$ cat src/rtl/mem_copy_engine.sv
// mem_copy_engine
// Block-move / fill engine sitting in front of a single-port data memory
// (combinational read, synchronous write). While idle, the CPU's address,
// write enable and write data pass straight through to the memory. Once a
// Start is accepted, the engine owns the port and either copies Len bytes
// from Src to Dst (one read cycle plus one write cycle per byte) or fills
// Len bytes at Dst with FillVal (one write cycle per byte). Pointers step
// up or down according to Dir and wrap modulo 2^AW.
//
// Ports
//   Clk, ResetN            clock (rising edge), async active-low reset
//   Start                  request pulse, sampled only in IDLE
//   Mode, Dir              0/1 = copy/fill, ascending/descending
//   Src, Dst, Len, FillVal transfer description, latched on accepted Start
//   Busy, Done, Remaining  engine status
//   CpuAddr/WrEn/WrData    CPU side of the memory port
//   CpuRdData, CpuStall    read data back to the CPU, stall while Busy
//   MemAddr/WrEn/WrData    memory side of the port
//   MemRdData              combinational read data of MemAddr
module mem_copy_engine #(
    parameter int AW = 8,
    parameter int DW = 8
) (
    input  logic          Clk,
    input  logic          ResetN,
    input  logic          Start,
    input  logic          Mode,
    input  logic          Dir,
    input  logic [AW-1:0] Src,
    input  logic [AW-1:0] Dst,
    input  logic [AW-1:0] Len,
    input  logic [DW-1:0] FillVal,
    output logic          Busy,
    output logic          Done,
    output logic [AW-1:0] Remaining,
    input  logic [AW-1:0] CpuAddr,
    input  logic          CpuWrEn,
    input  logic [DW-1:0] CpuWrData,
    output logic [DW-1:0] CpuRdData,
    output logic          CpuStall,
    output logic [AW-1:0] MemAddr,
    output logic          MemWrEn,
    output logic [DW-1:0] MemWrData,
    input  logic [DW-1:0] MemRdData
);

    typedef enum logic [1:0] {IDLE, READ, WRITE, DONE} state_t;

    state_t        state_q, state_d;
    logic          mode_q, mode_d;
    logic          dir_q, dir_d;
    logic [AW-1:0] src_ptr_q, src_ptr_d;
    logic [AW-1:0] dst_ptr_q, dst_ptr_d;
    logic [AW-1:0] remaining_q, remaining_d;
    logic [DW-1:0] rd_buf_q, rd_buf_d;
    logic [DW-1:0] fill_val_q, fill_val_d;
    logic          busy_q, busy_d;
    logic          done_q, done_d;
    logic [AW-1:0] step;

    // All-ones is -1 modulo 2^AW, so one adder serves both directions.
    assign step = dir_q ? '1 : AW'(1);

    always_comb begin
        state_d     = state_q;
        mode_d      = mode_q;
        dir_d       = dir_q;
        src_ptr_d   = src_ptr_q;
        dst_ptr_d   = dst_ptr_q;
        remaining_d = remaining_q;
        rd_buf_d    = rd_buf_q;
        fill_val_d  = fill_val_q;

        unique case (state_q)
            IDLE: begin
                if (Start) begin
                    mode_d      = Mode;
                    dir_d       = Dir;
                    src_ptr_d   = Src;
                    dst_ptr_d   = Dst;
                    remaining_d = Len;
                    fill_val_d  = FillVal;
                    if (Len == '0)
                        state_d = DONE;
                    else if (Mode)
                        state_d = WRITE;
                    else
                        state_d = READ;
                end
            end
            READ: begin
                rd_buf_d = MemRdData;
                state_d  = WRITE;
            end
            WRITE: begin
                src_ptr_d   = src_ptr_q + step;
                dst_ptr_d   = dst_ptr_q + step;
                remaining_d = remaining_q - AW'(1);
                if (remaining_q == AW'(1))
                    state_d = DONE;
                else if (mode_q)
                    state_d = WRITE;
                else
                    state_d = READ;
            end
            DONE: begin
                // Any Start seen here is dropped, not queued.
                state_d = IDLE;
            end
            default: state_d = IDLE;
        endcase

        // Status flags are registered from the next state so they line up
        // exactly with the state they describe.
        busy_d = (state_d == READ) || (state_d == WRITE);
        done_d = (state_d == DONE);
    end

    always_ff @(posedge Clk or negedge ResetN) begin
        if (!ResetN) begin
            state_q     <= IDLE;
            mode_q      <= 1'b0;
            dir_q       <= 1'b0;
            src_ptr_q   <= '0;
            dst_ptr_q   <= '0;
            remaining_q <= '0;
            rd_buf_q    <= '0;
            fill_val_q  <= '0;
            busy_q      <= 1'b0;
            done_q      <= 1'b0;
        end else begin
            state_q     <= state_d;
            mode_q      <= mode_d;
            dir_q       <= dir_d;
            src_ptr_q   <= src_ptr_d;
            dst_ptr_q   <= dst_ptr_d;
            remaining_q <= remaining_d;
            rd_buf_q    <= rd_buf_d;
            fill_val_q  <= fill_val_d;
            busy_q      <= busy_d;
            done_q      <= done_d;
        end
    end

    // Port mux decodes the state register directly, so an async reset
    // mid-transfer removes the engine's write enable immediately.
    always_comb begin
        MemAddr   = CpuAddr;
        MemWrEn   = CpuWrEn;
        MemWrData = CpuWrData;
        unique case (state_q)
            READ: begin
                MemAddr = src_ptr_q;
                MemWrEn = 1'b0;
            end
            WRITE: begin
                MemAddr   = dst_ptr_q;
                MemWrEn   = 1'b1;
                MemWrData = mode_q ? fill_val_q : rd_buf_q;
            end
            default: begin
            end
        endcase
    end

    assign CpuRdData = MemRdData;
    assign CpuStall  = busy_q;
    assign Busy      = busy_q;
    assign Done      = done_q;
    assign Remaining = remaining_q;

endmodule

$ cat config.mk
export PLATFORM = sky130hd
export DESIGN_NAME = mem_copy_engine
export DESIGN_NICKNAME = d
export VERILOG_FILES = /design/src/rtl/mem_copy_engine.sv
export SDC_FILE = /design/constraint.sdc
export NUM_CORES = 1
export LEC_CHECK = 0
export CORE_MARGIN = 1
export CORE_UTILIZATION = 47
export DETAILED_ROUTE_END_ITERATION = 7
export GPL_TIMING_DRIVEN = 1
export HOLD_SLACK_MARGIN = 0.08
export PLACE_DENSITY = 0.79
export SLEW_MARGIN = 0
export SYNTH_ARGS = -nofsm -noshare
export SYNTH_HDL_FRONTEND = slang
export SYNTH_SLANG_ARGS = --single-unit
$ cat constraint.sdc
create_clock -name Clk -period 2.7 [get_ports Clk]
set_clock_uncertainty 0.05 [all_clocks]
set_input_delay 0.675 -clock Clk [delete_from_list [all_inputs] [get_ports Clk]]
set_output_delay 0.675 -clock Clk [all_outputs]
set_load 0.02 [all_outputs]
==> impl_results.md <==
- Worst Hold Class: primary input to asynchronous set/reset pin
- Crit-path max cell delay: about 0.4 ns
- Met3 WL post-DR: 299 µm
- Total CTS buffers: 5
- Crit path time final: 2.62 ns
- Post-synthesis cell area: 0.00312 mm²
- FF+latch count, synth: 46
- Worst Max-Slew Pin Slew: 0.603 ns
- Fraction of registers with async set/reset: 1.00
- Vias in the first global route: 2815
- Commonest cells after routing, fill and taps aside: 79 x clkdlybuf4s50_1, 45 x dfrtp_1, 35 x a21oi_1
- Slew Viols, Final: 0
- Global-route wire length before repair: between 10 and 15 mm
- Register area share after synthesis: 0.368
- Vias: 2841
- Largest net degree at the start of global routing: 47
- Finished Core Util: 0.670
- Fraction of layout cells with a size suffix above 1: 0.140
- Htree depth: 2
- Critical Path RT: slightly below 2 ns
- Critical path's slowest cell: dfrtp_1
- Placed wire-length estimate: 6.03 mm
- 1st-pass router iterations: 4
- Full die area: 0.00698 mm²
- Buf/Inv on CP: 3
- Worst R2R Path Depth: 8
- Initial antenna violation count: 0
- Status: complete, no violations
- Worst setup EP type: primary output
- Num rows: 29
- DR vias/cell: 5.60
- Worst r2r src: state_q[0]
- Layout area overhead: 36.9%
- Gr usage total: 0.238
- Top routing layer in use: met4
- Gpl congestion: 0.810
- Num Clock Sinks: 46
- Overall power: around 5900 µW
- Delay-heaviest family, CP: buffers and inverters
- Starting Density: 0.489
- Number of max-cap violations: 0
- EDFF count, synth: 0
- Post-DP Area: about 0.0041 mm²
- Met2 wire len: 4.05 mm
- Commonest non-fill, non-tap cell in the layout: clkdlybuf4s50_1
- Syn avg cell area: 9.33 µm²
- Startpoint types: register
- IO Pins: 98
- DR WL/cell: 15.9 µm
- Worst-case clock buffer depth: 2
- Critical path cell sequence: inv_1, ha_1, buf_4, nor2_1, a21oi_1, dlygate4sd2_1
- RSZ-0062 raised after global routing: false
- Hold Violations, Final: 0
- Hold-fix buffers, CTS: 0
- R2R setup slack: about 0.27 ns
- GRT overflow: 0
- Most used DFF post-synth: dfrtp_1
- Max IR drop VDD: 0.776 mV
- R2r endpoint: dst_ptr_q[6]
- Design area: 0.00428 mm²
- Worst EP arrival: 1.90 ns
- Leakage: 0.00182 µW
- 1st-iter DRT viols: ~150
- Yosys warning count: 0
- Relative slew slack: 0.598
- Clock transition at path regs: around 0.09 ns
- Max Freq: ~380 MHz
- Final setup TNS: 0 ns
- Crit-path max FO: 16
- Port bufs: 97
- Fin cells: slightly above 500
- Number of routed nets with antenna violations: 0
- DRC violations left: 0
- Diode count: 0
- Placed insts: 496
- Worst setup path class: register to primary output
- PD cells: 1370 mW/mm²
- Number of library cell types mapped by synthesis: 49
- Chip Height: 83.5 µm
- Period Utilization, post-route: 0.972
- Root buf cell: clkbuf_8
- M1 wire length: 3.62 mm
- CTS tree: built
- Clk_lat worst skew: about 0.30 ns
- Post-layout nets: between 500 and 600
- Core box area: 0.00639 mm²
- Width of the die: about 84 µm
- Mapped Nets: between 400 and 500
- Drt total wl: 8.07 mm
- Number of setup violations in the final report: 0
- Syn Inst Count: 335
## stage by stage
| stage | hold slack, ns | setup slack (ns) |
|---|---|---|
| floorplan | 0.329 | 0.369 |
| detailed placement | 0.447 | 0.0293 |
| CTS | 0.436 | 0.0173 |
| finish | 0.392 | 0.0762 |
| global route | 0.463 | 0.000212 |
| global placement | 0.439 | 0.0797 |
## logic make-up (layout without fill, tap and decap cells)
| kind of cell | after synthesis | after routing | share of synthesized area |
|---|---|---|---|
| AOI/OAI and AO/OA | 96 | 96 | 0.183 |
| and+or+nand+nor | 84 | 84 | 0.139 |
| DFF | 46 | 46 | 0.368 |
| buffers and inverters | 40 | 135 | 0.0645 |
| muxes | 39 | 39 | 0.133 |
| adders and majority gates | 20 | 20 | 0.0849 |
| xor gates and xnor gates | 10 | 10 | 0.0280 |
## state kept, by name (all words and copies together) (netlist names)
name	flops
rd_buf_q	8
Remaining	8
src_ptr_q	8
Done	1
dst_ptr_q	8
state_q	2
fill_val_q	8
Busy	1
dir_q	1
mode_q	1
## worst max path at each step
stage / startpoint / cells after the start / to
floorplan: state_q[0] / 6 / MemAddr[6]
global placement: state_q[0] / 6 / MemWrData[3]
detailed placement: state_q[0] / 6 / MemWrData[4]
CTS: state_q[0] / 6 / MemWrData[7]
global route: state_q[1] / 6 / MemAddr[0]
finish: state_q[0] / 6 / MemAddr[4]
## synth_stat cells, types with 3 or more instances
cell      count  area [µm²]
inv_1        14        52.6
xnor2_1       7        61.3
o22ai_1       8        50.1
nor2b_1       5        31.3
nand2_1      19        71.3
nor3_1        5        25.0
nand3_1       8        40.0
mux2_2       20         225
o21ai_0      29         145
nor3b_1       5        37.5
buf_2         8        40.0
ha_1         18         225
a22oi_1       9        67.6
dfrtp_1      46        1150
nor4_1        4        25.0
mux2i_1      19         190
clkbuf_1      6        22.5
a21oi_1      35         175
nor2_1       23        86.3
buf_4         9        67.6
xor2_1        3        26.3
## report_power, final
part	internal, µW	switching (µW)	total, µW
sequential	1040	341	1380
clock	277	246	523
combinational	1820	2130	3960
## metal layers
metal  vias to the layer above  GRT usage
met5                         -          0
met4                         0     0.0663
met3                         9     0.0366
met2                        77      0.397
met1                      1373      0.323
li1                       1382          -
## what timing repair did
action	in CTS	in global routing
resized for setup	18	8
gates cloned	0	0
endpoints found under the hold margin	0	0
endpoints found under the setup margin	17	6
buffers inserted	3	0
## cell type report
type,count,area [µm²]
fill,520,2110
multi-input combinational,249,1790
sequential,46,1150
timing repair buffer,113,1080
tap,77,96.3
clock buffer,6,72.6
inverter,14,52.6
clock inverter,2,37.5
Note: power is estimated with default switching activity, not from simulation.
